**src/rtl/weight_fetch_seq.sv**
```systemverilog
// weight_fetch_seq: read-side sequencer for the weight RAM; streams N-wide rows to the MAC array.
// Optional build macro WFS_CHECKSUM_EN adds a running 16-bit weight checksum output (csum).
`timescale 1ns/1ps
module weight_fetch_seq #(
  parameter int N      = 10,
  parameter int W      = 10,
  parameter int AW     = 7,
  parameter int DEPTH  = 65,
  parameter int RW     = 4,
  parameter int RD_LAT = 1
) (
  input  logic          clk,
  input  logic          rst,
  input  logic          start,
  input  logic [AW-1:0] base,
  input  logic [RW-1:0] rows,
  output logic          busy,
  output logic          done,
  output logic          err,
  output logic [AW-1:0] ram_addr,
  output logic          ram_we,
  output logic          ram_in,
  input  logic [W-1:0]  ram_q [0:N-1],
  output logic [W-1:0]  out_vec [0:N-1],
  output logic          out_valid,
  input  logic          out_ready,
  output logic [RW-1:0] out_idx
`ifdef WFS_CHECKSUM_EN
  ,
  output logic [15:0]   csum
`endif
);

  // Wide enough that Base + Rows*N - 1 can never wrap for any input.
  localparam int EW = AW + RW + 4;

  typedef enum logic [2:0] {
    S_IDLE,
    S_ISSUE,
    S_WAIT,
    S_HOLD,
    S_FIN
  } state_t;

  state_t          state_reg;
  logic [AW-1:0]   base_reg;
  logic [RW-1:0]   rows_reg;
  logic [RW-1:0]   row_reg;
  logic [1:0]      lat_cnt_reg;

  logic [EW-1:0]   end_addr;
  logic            in_range;
  logic            capture;
  logic            handshake;

  assign ram_we = 1'b0;
  assign ram_in = 1'b0;

  always_comb begin
    end_addr  = EW'(base) + EW'(rows) * EW'(N) - EW'(1);
    in_range  = (end_addr <= EW'(DEPTH - 1));
    // The RAM needs RD_LAT cycles after the address register changes; sample one edge later.
    capture   = (state_reg == S_WAIT) && (lat_cnt_reg == 2'(RD_LAT));
    handshake = (state_reg == S_HOLD) && out_ready;
  end

  always_ff @(posedge clk or posedge rst) begin
    if (rst) begin
      state_reg   <= S_IDLE;
      base_reg    <= '0;
      rows_reg    <= '0;
      row_reg     <= '0;
      lat_cnt_reg <= '0;
      busy        <= 1'b0;
      done        <= 1'b0;
      err         <= 1'b0;
      ram_addr    <= '0;
      out_valid   <= 1'b0;
      out_idx     <= '0;
    end else begin
      done <= 1'b0;
      err  <= 1'b0;
      case (state_reg)
        S_IDLE: begin
          if (start) begin
            if (rows == '0) begin
              busy      <= 1'b1;
              state_reg <= S_FIN;
            end else if (!in_range) begin
              err <= 1'b1;
            end else begin
              base_reg  <= base;
              rows_reg  <= rows;
              row_reg   <= '0;
              busy      <= 1'b1;
              state_reg <= S_ISSUE;
            end
          end
        end
        S_ISSUE: begin
          ram_addr    <= AW'(EW'(base_reg) + EW'(row_reg) * EW'(N));
          lat_cnt_reg <= '0;
          state_reg   <= S_WAIT;
        end
        S_WAIT: begin
          if (capture) begin
            out_idx   <= row_reg;
            out_valid <= 1'b1;
            state_reg <= S_HOLD;
          end else begin
            lat_cnt_reg <= lat_cnt_reg + 2'd1;
          end
        end
        S_HOLD: begin
          // Single-entry buffer: the next read is only issued once this vector is taken.
          if (handshake) begin
            out_valid <= 1'b0;
            if (row_reg == rows_reg - RW'(1)) begin
              state_reg <= S_FIN;
            end else begin
              row_reg   <= row_reg + RW'(1);
              state_reg <= S_ISSUE;
            end
          end
        end
        S_FIN: begin
          done      <= 1'b1;
          busy      <= 1'b0;
          state_reg <= S_IDLE;
        end
        default: state_reg <= S_IDLE;
      endcase
    end
  end

  always_ff @(posedge clk or posedge rst) begin
    if (rst) begin
      for (int i = 0; i < N; i++) begin
        out_vec[i] <= '0;
      end
    end else if (capture) begin
      for (int i = 0; i < N; i++) begin
        out_vec[i] <= ram_q[i];
      end
    end
  end

`ifdef WFS_CHECKSUM_EN
  logic [15:0] lane_ext [0:N-1];
  logic [15:0] vec_sum;
  logic        start_ok;

  for (genvar gi = 0; gi < N; gi++) begin : g_lane_ext
    assign lane_ext[gi] = 16'(out_vec[gi]);
  end

  always_comb begin
    vec_sum = '0;
    for (int i = 0; i < N; i++) begin
      vec_sum = vec_sum + lane_ext[i];
    end
    start_ok = (state_reg == S_IDLE) && start && ((rows == '0) || in_range);
  end

  // Accumulates modulo 2^16; a rejected Start leaves the previous result intact.
  always_ff @(posedge clk or posedge rst) begin
    if (rst) begin
      csum <= '0;
    end else if (start_ok) begin
      csum <= '0;
    end else if (handshake) begin
      csum <= csum + vec_sum;
    end
  end
`endif

endmodule

```
**config.mk**
```make
export PLATFORM = sky130hd
export DESIGN_NAME = weight_fetch_seq
export DESIGN_NICKNAME = d
export VERILOG_FILES = /design/src/rtl/weight_fetch_seq.sv
export SDC_FILE = /design/constraint.sdc
export NUM_CORES = 1
export LEC_CHECK = 0
export ABC_AREA = 1
export CAP_MARGIN = 10
export CORE_MARGIN = 2
export CORE_UTILIZATION = 49
export CTS_CLUSTER_DIAMETER = 60
export CTS_CLUSTER_SIZE = 25
export DETAILED_ROUTE_END_ITERATION = 6
export PLACE_DENSITY = 0.92
export REMOVE_ABC_BUFFERS = 1
export SYNTH_ARGS = -nofsm -noshare
export SYNTH_HDL_FRONTEND = slang
export SYNTH_SLANG_ARGS = --single-unit
```
**constraint.sdc**
```tcl
create_clock -name clk -period 7.5 [get_ports clk]
set_input_delay 1.875 -clock clk [delete_from_list [all_inputs] [get_ports clk]]
set_output_delay 1.875 -clock clk [all_outputs]
set_load 0.03 [all_outputs]
```
### Word level (Yosys, flattened, before mapping)

Index checks and enable logic that the tools add are counted.
W data, S select, Z words.

| word-level totals | value |
|---|---|
| flip-flop bits (word level) | 135 |
| input port bits | 115 |
| output and inout port bits | 117 |

| cells by class | value |
|---|---|
| multiplexer cells | 27 |
| eq/ne operators | 14 |
| bitwise logic cells | 1 |
| reductions and logical operators | 15 |
| $mul | 2 |
| $add $sub $neg | 6 |
| magnitude comparators | 1 |

Operators by type and width:

| operator | number |
|---|---|
| $mux W4 | 5 |
| $mux W3 | 6 |
| $le A15 B7 Y1 const B | 1 |
| $ne A2 B2 Y1 const B | 7 |
| $pmux W3 S4 | 1 |
| $mux W1 | 10 |
| $sub A9 B1 Y10 const B | 1 |
| $add A7 B8 Y9 | 1 |
| $pmux W4 S2 | 1 |
| $reduce_and A4 Y1 | 2 |
| $reduce_bool A2 Y1 | 4 |
| $add A7 B7 Y7 | 1 |
| $mul A4 B3 Y7 const B | 1 |
| $eq A3 B2 Y1 const B | 2 |
| $mul A4 B3 Y6 const B | 1 |
| $reduce_and A3 Y1 | 2 |
| $reduce_and A6 Y1 | 1 |
| $add A4 B1 Y4 const B | 1 |
| $eq A4 B4 Y1 | 1 |
| $logic_not A4 Y1 | 1 |
| $pmux W1 S2 | 2 |
| $pmux W2 S2 | 1 |
| $reduce_and A2 Y1 | 2 |
| $sub A4 B1 Y4 const B | 1 |
| 9 further kinds | 10 |

### Depth between registers and ports, before layout

| logic depth | value |
|---|---|
| depth in word-level cells | 8 |
| gate-level depth with buffers | 20 |
| gate-level depth less buffers | 20 |

### Worst setup path before layout

No wires, ideal clock.

| timing | value |
|---|---|
| path kind | input -> register |
| start point | input rows[1] |
| end point | register rows_reg[0] |
| path buffers | 1 |
| setup slack | 2,917 ps |
| arrival time | 4,465 ps |
| cell stages on the path | 16 |
| cells stage by stage | ha_1 > ha_1 > fa_1 > xnor2_1 > ha_1 > inv_1 > ha_1 > a21oi_1 > nand3_1 > nand2_1 > nand2_1 > nor2_4 > nand4_4 > buf_6 > nand2_2 > o21ai_2 |

| between the ends | value |
|---|---|
| word-level cells in the longest chain between the ends | 5 |
| elaborated cells on any way between the ends | 7 |
| those cells by class | add/sub (2); mul (1); order compare (1); bitwise (1); reduce/logical (2) |

Ends and longest elaborated chain:

| item | line | text |
|---|---|---|
| start: declaration | 16 | `input logic [RW-1:0] rows,` |
| $mul A4 B3 Y7 | 60 | `end_addr = EW'(base) + EW'(rows) * EW'(N) - EW'(1);` |
| $add A7 B8 Y9 | 60 |  |
| $sub A9 B1 Y10 | 60 |  |
| $le A15 B7 Y1 | 61 | `in_range = (end_addr <= EW'(DEPTH - 1));` |
| $reduce_and A4 Y1 (no line) (*) | - |  |
| end signal: assignment | 93 | `rows_reg <= rows;` |
| end: declaration | 47 | `logic [RW-1:0] rows_reg;` |

Every way passes the cells marked *; elsewhere a longest branch is shown, timed or not.
A chain may end at the register's enable or synchronous reset.

### Final worst setup path

| timing | value |
|---|---|
| start point | input rows[3] |
| end point | register base_reg[6] |

| between the ends | value |
|---|---|
| word-level cells in the longest chain between the ends | 5 |
| elaborated cells on any way between the ends | 7 |
| those cells by class | add/sub (2); mul (1); order compare (1); bitwise (1); reduce/logical (2) |

Ends and longest elaborated chain:

| item | line | text |
|---|---|---|
| $mul A4 B3 Y7 | 60 |  |
| $add A7 B8 Y9 | 60 |  |
| $sub A9 B1 Y10 | 60 |  |
| $le A15 B7 Y1 | 61 |  |
| $reduce_and A4 Y1 (no line) (*) | - |  |
| end signal: assignment | 92 | `base_reg <= base;` |
| end: declaration | 46 | `logic [AW-1:0] base_reg;` |

Marked as above.

==> out/summary.txt <==
Synth top area share: 52.7%
Final Hold Viols: 0
Max Fanout on Critical Path: 22
YS warnings: 0
clock sink total: 135
1st-pass router iterations: 5
post-CTS setup repair buffer count: 0
initial antenna violation count: 1
clock latency on the worst-skew pair: 0.42 ns
most used routing layer: met2
MaxCap Viol Count: 0
period utilization: 68.3%
max reg flops: 100
startpoint types: primary input
Setup violations, final: 0
cell area after synthesis: 6410 sq um
setup TNS: 0 ns
min-delay worst type: flip-flop to flip-flop
Crit. End Element: flip-flop
crit-path cells: clkdlybuf4s50_1 -> ha_1 -> ha_1 -> fa_1 -> xnor2_1 -> ha_1 -> inv_1 -> ha_1 -> a21oi_1 -> nand3_1 -> nand2_1 -> nand2_1 -> nor2_4 -> nand4_4 -> nand2_1 -> o21ai_2
Multi-input gate area: 2640 sq um
core footprint: 12,700 sq um
I/O Pins: 232
Register Area: 3380 sq um
Final ANT Viol Nets: 0
CP max stage cell: clkdlybuf4s50_1
peak supply drop: 0.000267 V
Post-route DRC: 0
Initial Utilization: 50.4%
Vias: 5,999
layout overhead on the synthesized area: 46.7%
first-pass GRT wire length: 32.9 mm
Yosys cell types: 35
layout cells sized above 1: 7.94%
CTS Buf Count: 17
vias in the first global route: 6,114
total track usage: 30.7%
Yosys top cell by area: dfrtp_1
Die H: 118 microns
P_int: 2.46 mW
PD cells: 460 nW/um^2
Crit path largest cell delay: 0.56 ns
Synth Area in XOR/XNOR: 1.91%
post-synthesis register bit count: 135
TritonCTS clock tree: built
synth top area cells: dfrtp_1, nand2_1, ha_1
cell family with most CP delay: adder cells
largest net degree at the start of global routing: 109
clock slew seen by the registers of the worst setup and hold paths: 0.05 ns
hold_ws: 0.477 ns
slew margin rel.: 26.2%
die footprint: 14,000 sq um
Via density: 5.13
Simple-Gate Fraction of Synth Area: 29.4%
total congestion overflow: 0
Routed wire per std cell: 18.0 microns
grt met3 use: 9.85%
Slew @ Worst Pin: 1.11 ns
met2 Use GR: 52.5%
CP Data Required Time: 7.80 ns
Leak Pwr: 4.75 nW
Net Sw Frac: 43.1%
sequential area share after synthesis: 52.7%
clock skew after layout: 0.00753 ns
Rows: 41
post-synthesis cell count: 758
final total power: 4.33 mW
fin. max-slew vios: 0
compound-cell area share of the yosys netlist: 2.95%
sequential power share: 29.6%
mux contribution to synthesized area: 0%
arrival time at the worst endpoint: 5.42 ns
adder-cell area share of the yosys netlist: 6.71%
Port Buffers: 229
root buffer selected by CTS: clkbuf_16
H-Tree Depth: 4
fillcell total: 820
HPWL after detailed placement: 14.0 mm
GPL Wtd Cong: 0.811
M1 GR Usage: 32.9%
worst path bufs/invs: 2
Net Sw Power: 1.86 mW
DR iter-0 viols: 522
status: finished, final reports clean
CP Class: primary input to flip-flop
final wirelength: 21.0 mm
fin crit period: 5.12 ns
Die X: 118 microns
final net count: 1,129
Most common cell on crit path: ha_1
fmax: 0.195 GHz
combinational power share: 50.2%
main combinational cell family by area after synthesis: simple AND/OR/NAND/NOR gates
# hold bufs at CTS: 0
Post-CTS Resized: 0
Mean Syn Cell Area: 8.46 sq um
clock share of power: 20.2%
RSZ-0062 raised after global routing: false
largest buffer count on any clock path: 2
[cell usage after synthesis]
master / instances
xor2_1: 6
and3_1: 1
nand2_2: 15
o211ai_1: 1
a21oi_2: 1
nand3b_1: 3
nor2_1: 16
o21ai_0: 8
nor3_1: 2
nand2_4: 2
nor2_4: 2
fa_1: 4
nor3_2: 1
o22ai_1: 1
a21oi_1: 3
nand4_1: 3
conb_1: 1
o221ai_1: 1
dfrtp_1: 135
buf_4: 10
inv_1: 56
xnor2_1: 8
buf_2: 6
or2_1: 2
inv_2: 9
nor2_2: 3
nand2_1: 385
nand3_2: 3
nand4_4: 1
ha_1: 28
o21ai_2: 11
a31oi_1: 1
nand3_1: 18
clkbuf_1: 9
buf_6: 2
[placed cells by master, fill, tap and decap left out, types with 2 or more instances in the layout]
master,n
nand2_1,385
clkdlybuf4s50_1,229
dfrtp_1,135
inv_1,55
ha_1,28
nand3_1,18
clkbuf_16,17
nor2_1,16
nand2_2,14
o21ai_2,11
inv_2,8
xnor2_1,8
o21ai_0,8
xor2_1,6
clkinv_2,5
fa_1,4
bufinv_16,4
clkbuf_1,4
nand3_2,3
a21oi_1,3
nor2_2,3
nand4_1,3
nand3b_1,3
nand2_4,3
diode_2,2
nor2_4,2
nor3_1,2
or2_1,2
conb_1,2
clkbuf_8,2
buf_4,2
[power by group through the flow]
stage | Sequential, mW | Clock, mW | Combinational, mW
final | 1.28 | 0.874 | 2.17
after CTS | 1.28 | 0.878 | 2.17
after detailed placement | 1.27 | 0 | 2.12
after global placement | 1.24 | 0 | 2.06
after global routing | 1.31 | 0.912 | 2.31
after floorplan | 1.83 | 0 | 0.651
[worst register-to-register path, cell delays in order (launching register included)]
cell	delay, ns
dfrtp_1	0.42
nor2_1	0.15
nand2_1	0.15
inv_2	0.10
nand2_4	0.56
clkinv_2	0.50
buf_4	0.74
nand2_1	0.26
nand2_1	0.14
[final timing paths]
path | cells past startpoint | slack (ns) | from | end
setup reg to reg | 8 | 4.41 | state_reg[2]$_DFFE_PP0P_ | out_vec[71]$_DFFE_PP0P_
hold / removal | 2 | 0.48 | ram_addr[1]$_DFFE_PP0P_ | ram_addr[1]$_DFFE_PP0P_
setup / recovery | 16 | 2.38 | rows[3] | base_reg[6]$_DFFE_PP0P_
max in group asynchronous | 3 | 4.26 | rst | out_vec[44]$_DFFE_PP0P_
hold reg to reg | 2 | 0.48 | ram_addr[1]$_DFFE_PP0P_ | ram_addr[1]$_DFFE_PP0P_
min in group asynchronous | 2 | 1.94 | rst | out_vec[75]$_DFFE_PP0P_
[routing by layer]
layer / part of all wire [%] / up-vias
met5: 0 / -
met3: 8.0 / 88
met1: 36 / 2869
met2: 49 / 281
met4: 6.9 / 0
li1: - / 2761
[logic make-up after synthesis]
family	Yosys count
AND/OR/NAND/NOR	457
flip-flops	135
buffers and inverters	92
adder cells (fa/ha/maj)	32
AO/OA/AOI/OAI	27
XOR/XNOR	14
other	1
[stage by stage]
stage	worst slack [ns]	utilization (%)	std cells	instance area, sq um
final	2.38	74.0	1169	9410
after global routing	2.06	74.0	1169	9410
after CTS	2.37	73.9	1167	9410
after detailed placement	1.94	69.1	1135	8790
after global placement	2.03	69.1	1135	8790
after floorplan	2.01	-	732	6260
[cell type report]
type                            count  area share (%)
Timing Repair Buffer              231            24.5
Multi-Input combinational cell    532            28.0
Inverter                           65            2.66
Antenna cell                        2          0.0532
Clock inverter                      9            1.57
Sequential cell                   135            35.9
Tap cell                          172            2.29
Clock buffer                       23            4.97
Power figures use the tool's default switching activity.
